## src/rtl/led_breath_pkg.sv

```systemverilog
// Shared types and defaults for the led_breath LED driver.
// Optional gamma path is enabled by defining LED_GAMMA_EN (see led_pwm).
package led_breath_pkg;

  typedef enum logic [2:0] {
    IDLE    = 3'd0,
    RISE    = 3'd1,
    HOLD_HI = 3'd2,
    FALL    = 3'd3,
    HOLD_LO = 3'd4
  } state_t;

  localparam int DEF_PWM_BITS     = 8;
  localparam int DEF_STEP_PERIODS = 48;
  localparam int DEF_HOLD_STEPS   = 64;

  // Width needed for a counter over 0..n-1, never less than one bit.
  function automatic int clog2_min1(input int n);
    return (n <= 2) ? 1 : $clog2(n);
  endfunction

endpackage

```

## src/rtl/led_breath_pwm.sv

```systemverilog
// PWM counter and registered comparator for led_breath.
// With LED_GAMMA_EN defined the duty is squared before comparison.
module led_pwm
  import led_breath_pkg::*;
#(
  parameter int PWM_BITS = DEF_PWM_BITS
) (
  input  logic                clk,
  input  logic                rst,
  input  logic                clear,
  input  logic [PWM_BITS-1:0] duty,
  output logic                led,
  output logic                period_end
);

  localparam logic [PWM_BITS-1:0] CNT_MAX = '1;

  logic [PWM_BITS-1:0] pwm_cnt;
  logic [PWM_BITS-1:0] duty_eff;

`ifdef LED_GAMMA_EN
  // Combinational square keeps the counter-to-pin latency at one cycle.
  logic [2*PWM_BITS-1:0] duty_sq;
  assign duty_sq  = {{PWM_BITS{1'b0}}, duty} * {{PWM_BITS{1'b0}}, duty};
  assign duty_eff = PWM_BITS'(duty_sq >> PWM_BITS);
`else
  assign duty_eff = duty;
`endif

  assign period_end = (pwm_cnt == CNT_MAX);

  always_ff @(posedge clk) begin
    if (rst || clear) begin
      pwm_cnt <= '0;
    end else begin
      pwm_cnt <= pwm_cnt + PWM_BITS'(1);
    end
  end

  always_ff @(posedge clk) begin
    if (rst) begin
      led <= 1'b0;
    end else begin
      led <= (pwm_cnt < duty_eff);
    end
  end

endmodule

```

## src/rtl/led_breath.sv

```systemverilog
// Breathing LED driver: ramps PWM brightness up, holds, ramps down, holds.
// Define LED_GAMMA_EN for a squared (perceptual) brightness curve.
module led_breath
  import led_breath_pkg::*;
#(
  parameter int PWM_BITS     = DEF_PWM_BITS,
  parameter int STEP_PERIODS = DEF_STEP_PERIODS,
  parameter int HOLD_STEPS   = DEF_HOLD_STEPS
) (
  input  logic       clk,
  input  logic       rst,
  input  logic       en,
  output logic       led,
  output logic       busy,
  output logic [2:0] phase
);

  localparam int SW = clog2_min1(STEP_PERIODS);
  localparam int HW = clog2_min1(HOLD_STEPS);
  localparam logic [SW-1:0]       STEP_LAST = SW'(STEP_PERIODS - 1);
  localparam logic [HW-1:0]       HOLD_LAST = HW'(HOLD_STEPS - 1);
  localparam logic [PWM_BITS-1:0] DUTY_MAX  = '1;

  state_t              state, state_next;
  logic [PWM_BITS-1:0] duty, duty_next, duty_inc, duty_dec;
  logic [SW-1:0]       step_cnt, step_next;
  logic [HW-1:0]       hold_cnt, hold_next;
  logic                busy_next;
  logic                period_end;
  logic                tick;
  logic                pwm_clear;

  assign tick      = period_end && (step_cnt == STEP_LAST);
  assign duty_inc  = duty + PWM_BITS'(1);
  assign duty_dec  = duty - PWM_BITS'(1);
  assign pwm_clear = (state == IDLE) || !en;
  assign phase     = state;

  led_pwm #(
    .PWM_BITS(PWM_BITS)
  ) u_pwm (
    .clk        (clk),
    .rst        (rst),
    .clear      (pwm_clear),
    .duty       (duty),
    .led        (led),
    .period_end (period_end)
  );

  always_ff @(posedge clk) begin
    if (rst) begin
      state    <= IDLE;
      duty     <= '0;
      step_cnt <= '0;
      hold_cnt <= '0;
      busy     <= 1'b0;
    end else begin
      state    <= state_next;
      duty     <= duty_next;
      step_cnt <= step_next;
      hold_cnt <= hold_next;
      busy     <= busy_next;
    end
  end

  always_comb begin
    state_next = state;
    duty_next  = duty;
    step_next  = step_cnt;
    hold_next  = hold_cnt;

    if (state == IDLE || !en) begin
      // Dropping en is an immediate stop: no fade-out, nothing resumed later.
      duty_next  = '0;
      step_next  = '0;
      hold_next  = '0;
      state_next = (state == IDLE && en) ? RISE : IDLE;
    end else begin
      if (period_end) begin
        step_next = (step_cnt == STEP_LAST) ? '0 : step_cnt + SW'(1);
      end
      if (tick) begin
        unique case (state)
          RISE: begin
            duty_next = duty_inc;
            if (duty_inc == DUTY_MAX) begin
              state_next = HOLD_HI;
              hold_next  = '0;
            end
          end
          FALL: begin
            duty_next = duty_dec;
            if (duty_dec == '0) begin
              state_next = HOLD_LO;
              hold_next  = '0;
            end
          end
          HOLD_HI, HOLD_LO: begin
            if (hold_cnt == HOLD_LAST) begin
              hold_next  = '0;
              state_next = (state == HOLD_HI) ? FALL : RISE;
            end else begin
              hold_next = hold_cnt + HW'(1);
            end
          end
          default: state_next = IDLE;
        endcase
      end
    end

    busy_next = (state_next != IDLE);
  end

endmodule

```

## config.mk

```make
export PLATFORM = sky130hd
export DESIGN_NAME = led_breath
export DESIGN_NICKNAME = d
export VERILOG_FILES = /design/src/rtl/led_breath_pkg.sv /design/src/rtl/led_breath_pwm.sv /design/src/rtl/led_breath.sv
export SDC_FILE = /design/constraint.sdc
export NUM_CORES = 1
export LEC_CHECK = 0
export ABC_AREA = 0
export CAP_MARGIN = 20
export CORE_MARGIN = 2
export CORE_UTILIZATION = 65
export CTS_CLUSTER_SIZE = 14
export DETAILED_ROUTE_END_ITERATION = 12
export PLACE_DENSITY = 0.86
export REMOVE_ABC_BUFFERS = 1
export SKIP_LAST_GASP = 1
export SYNTH_ARGS = -nofsm -noshare
export SYNTH_HDL_FRONTEND = slang
export SYNTH_SLANG_ARGS = --single-unit
```

## constraint.sdc

```tcl
create_clock -name clk -period 5.9 [get_ports clk]
set_input_delay 0.885 -clock clk [delete_from_list [all_inputs] [get_ports clk]]
set_output_delay 0.885 -clock clk [all_outputs]
set_load 0.03 [all_outputs]
```

==> impl_summary.log <==
INFO  metric grt_start_max_net_pins = 19
INFO  metric grt_use_total = between 20% and 30%
INFO  metric timing.critical_path.buf_inv = 0
INFO  metric finalHoldViolCount = 0
INFO  metric tns = 0 ns
INFO  metric timing.clock.skew = approximately 0.0055 ns
INFO  metric grt_use_met3 = 5.240%
INFO  metric critPathSlowestCell = sky130_fd_sc_hd__or3b_1
INFO  metric switching_share = between 20% and 30%
INFO  metric irDropWorstVdd = around 150 µV
INFO  metric clock-root-buffer = sky130_fd_sc_hd__clkbuf_4
INFO  metric cts_hold_repair.buffers = 0
INFO  metric gr_busiest_metal = met2
INFO  metric met1_usage = between 30% and 40%
INFO  metric postPlaceCellArea = 2043 µm²
INFO  metric fp.dieW = around 59 µm
INFO  metric crit_family = simple AND/OR/NAND/NOR gates
INFO  metric status = finished, final reports clean
INFO  metric yosysSeqAreaShare = about a third
INFO  metric fin_cells = 276
INFO  metric final_min_period_over_clock_period = a little over two fifths
INFO  metric grt_total_ovfl = 0
INFO  metric worst_ep_arrival_time = roughly 2.9 ns
INFO  metric avgRoutedWirePerCell = ~14 µm
INFO  metric drc = 0
INFO  metric clkLatencyLatePin = 0.34 ns
INFO  metric synth.cell_area = between 1500 and 2000 µm²
INFO  metric critPathRequiredTime = ~6.2 ns
INFO  metric kind_of_path_behind_the_tightest_hold_check = reg -> reg
INFO  metric antenna_found_initial = 0
INFO  metric die_height = between 50 and 60 µm
INFO  metric power_switching = slightly below 0.00009 W
INFO  metric number_of_cell_rows = 20
INFO  metric area_growth_syn_to_layout = 7.183%
INFO  metric numClockSinks = 33
INFO  metric post_synth.cell_area_avg = roughly 8.3 µm²
INFO  metric cp_cell_sequence = ha_1 -> and4_4 -> nand4_4 -> or3b_1 -> a311o_1 -> o21ai_1 -> or3_1
INFO  metric finish.instance_area = 2128 µm²
INFO  metric grt_util_met2 = roughly 39%
INFO  metric cp_endpoint_kind = register
INFO  metric max_freq = just under 400 MHz
INFO  metric power.combinational.fraction = under 10%
INFO  metric final_common_cell = sky130_fd_sc_hd__dfxtp_1
INFO  metric synthesized_instance_count = between 200 and 250
INFO  metric worst-path-max-fanout = 18
INFO  metric max_slew_margin = between 40% and 50%
INFO  metric first_global_vias = about 1500
INFO  metric grt_first_pass_wirelength = about 6500 µm
INFO  metric tritoncts.num_buffers = 5
INFO  metric yosys.cell_types.count = between 50 and 60
INFO  metric number_of_drc_markers_in_iteration_0 = around 110
INFO  metric cpPeakStageDelay = around 0.65 ns
INFO  metric power.share.clock = between 40% and 50%
INFO  metric routed_via_density = 6.076
INFO  metric drt_first_pass_iters = 4
INFO  metric placeableCoreArea = 2978 µm²
INFO  metric p_int = between 0.0003 and 0.0004 W
INFO  metric cts_buffer_depth = 2
INFO  metric cellPowerDensity = 195.9 nW/µm²
INFO  metric drt.antenna.violating_nets = 0
INFO  metric cts.htree.levels = 2
INFO  metric worstMarginPinSlew = between 0.8 and 0.9 ns
INFO  metric async_set_reset_flop_share_out_of_synthesis = 0%
INFO  metric die_area = ~3500 µm²
INFO  metric synth.yosys.warnings = 0
INFO  metric postCtsSetupRepairBufs = 0
INFO  metric share_seq_of_total_power = 54.0%
INFO  metric post_synth_edffs = 0
INFO  metric cts.repair.resized = 0
INFO  metric placedCellCount = between 200 and 300
INFO  metric most-common-layout-cells = sky130_fd_sc_hd__dfxtp_1 (33), sky130_fd_sc_hd__nor2_1 (25), sky130_fd_sc_hd__a21oi_1 (15)
INFO  metric setup_viol = 0
INFO  metric path_clk_slew = around 0.10 ns
INFO  metric via_count = 1677
INFO  metric final_max_slew_viol_count = 0
INFO  metric ys_ff_latch = 33
INFO  metric synth-main-ff-cell = sky130_fd_sc_hd__dfxtp_1
INFO  metric p_leak = about 0.71 nW
INFO  metric io_pins = 8
INFO  metric rsz_0062_raised_after_global_routing = no
INFO  metric gp_routability_congestion = between 0.8 and 0.9
INFO  metric drv.max_cap_violation_count = 0
INFO  metric final.min_clock_period = ~2.6 ns
INFO  metric initial_core_util = roughly 67%
INFO  metric final_layout_size_suffix_gt1_share = 5.350%
INFO  metric r2r_setup_slack = ~3.3 ns
INFO  metric finish.net_count = around 260
INFO  metric dp.final_hpwl = ~2900 µm
INFO  metric clock_tree_from_tritoncts = built
INFO  metric start_kind = register
INFO  metric portBuffers = 7
INFO  metric antenna_fix_cells = 0
INFO  metric timing_worst_setup_path_type = reg -> reg
INFO  metric postRouteWirelength = 3973 µm
## power by group through the flow
stage                     sequential, W  clock (W)  combinational [W]
after floorplan                0.000231          0         0.00000452
after global placement         0.000230          0          0.0000106
after detailed placement       0.000230          0          0.0000110
after CTS                      0.000225   0.000188          0.0000111
after global routing           0.000225   0.000193          0.0000118
final                          0.000225   0.000181          0.0000110
## per-stage QoR
stage	hold WS (ns)	total power, W	util, %	worst slack [ns]
3_5_place_dp	0.4722	0.0002411	68.61	3.323
6_report	0.4854	0.0004169	71.47	3.331
2_1_floorplan	0.4331	0.0002359	-	3.603
3_3_place_gp	0.4527	0.0002406	68.61	3.408
4_1_cts	0.4963	0.0004243	71.47	3.347
5_1_grt	0.5190	0.0004301	71.47	3.202
## synthesized netlist by cell type (2+ instances only)
master                      n  area (µm²)
sky130_fd_sc_hd__and3_1     6       37.54
sky130_fd_sc_hd__nand4_1    3       18.77
sky130_fd_sc_hd__xor2_1     8       70.07
sky130_fd_sc_hd__a31oi_1    2       12.51
sky130_fd_sc_hd__a21oi_1   15       75.07
sky130_fd_sc_hd__o31a_1     2       17.52
sky130_fd_sc_hd__a22oi_1    2       15.01
sky130_fd_sc_hd__a41oi_1    2       17.52
sky130_fd_sc_hd__nor3_1     4       20.02
sky130_fd_sc_hd__nand2_1   11       41.29
sky130_fd_sc_hd__nor2_1    25       93.84
sky130_fd_sc_hd__inv_1     13       48.80
sky130_fd_sc_hd__or2_2      2       12.51
sky130_fd_sc_hd__or3_1     10       62.56
sky130_fd_sc_hd__a21o_1     3       22.52
sky130_fd_sc_hd__ha_1      14       175.2
sky130_fd_sc_hd__mux2i_1    3       30.03
sky130_fd_sc_hd__dfxtp_1   33       660.6
sky130_fd_sc_hd__nand2b_1   3       18.77
sky130_fd_sc_hd__nand3_1   12       60.06
sky130_fd_sc_hd__o31ai_1    5       37.54
sky130_fd_sc_hd__xnor2_1    8       70.07
sky130_fd_sc_hd__buf_2      4       20.02
sky130_fd_sc_hd__o21ai_0   13       65.06
sky130_fd_sc_hd__clkbuf_1   5       18.77
sky130_fd_sc_hd__or4_1      4       30.03
sky130_fd_sc_hd__o21ai_1    2       10.01
## worst paths after layout
check | start | cells past startpoint | end
worst min-delay path | u_pwm.pwm_cnt[0] | 1 | u_pwm.pwm_cnt[0]
worst max-delay path | u_pwm.pwm_cnt[0] | 7 | busy
worst min register to register | u_pwm.pwm_cnt[0] | 1 | u_pwm.pwm_cnt[0]
worst max register to register | u_pwm.pwm_cnt[0] | 7 | busy
## registers in the layout (all words and copies together), names as in the netlist
name           count
u_pwm.led          1
duty               8
u_pwm.pwm_cnt      8
busy               1
step_cnt           6
hold_cnt           6
phase              3
## worst register-to-register path: cells and delay by family, from the launching register on
family | cells | cell delay [ns]
simple gates | 4 | 1.30
compound gates | 2 | 0.60
flops | 1 | 0.39
fa+ha+maj | 1 | 0.22
## kinds of logic (layout without fill, tap and decap cells)
| family | Yosys count | count (layout) | synth area share [%] |
|---|---|---|---|
| simple gates | 93 | 93 | 26.15 |
| compound gates | 55 | 55 | 17.64 |
| flops | 33 | 33 | 33.27 |
| buf+inv | 25 | 29 | 5.545 |
| xor+xnor | 16 | 16 | 7.058 |
| fa+ha+maj | 14 | 14 | 8.822 |
| mux | 3 | 3 | 1.512 |
## cell type report
| cell class | count | area (µm²) |
|---|---|---|
| clock inverters | 1 | 30.03 |
| multi-input cells | 181 | 1215 |
| fillers | 236 | 849.6 |
| repair buffers | 8 | 77.57 |
| well taps | 33 | 41.29 |
| flip-flops and latches | 33 | 660.6 |
| inverters | 13 | 48.80 |
| clock buffers | 7 | 55.05 |
## layer usage
| metal | vias up | share of wire [%] | wire length (µm) |
|---|---|---|---|
| met4 | 0 | 1.6 | 62 |
| met2 | 33 | 49 | 1957 |
| met5 | - | 0 | 0 |
| li1 | 865 | - | - |
| met3 | 6 | 3.9 | 154 |
| met1 | 773 | 45 | 1799 |
No activity file was read; power rests on OpenSTA's default activity.
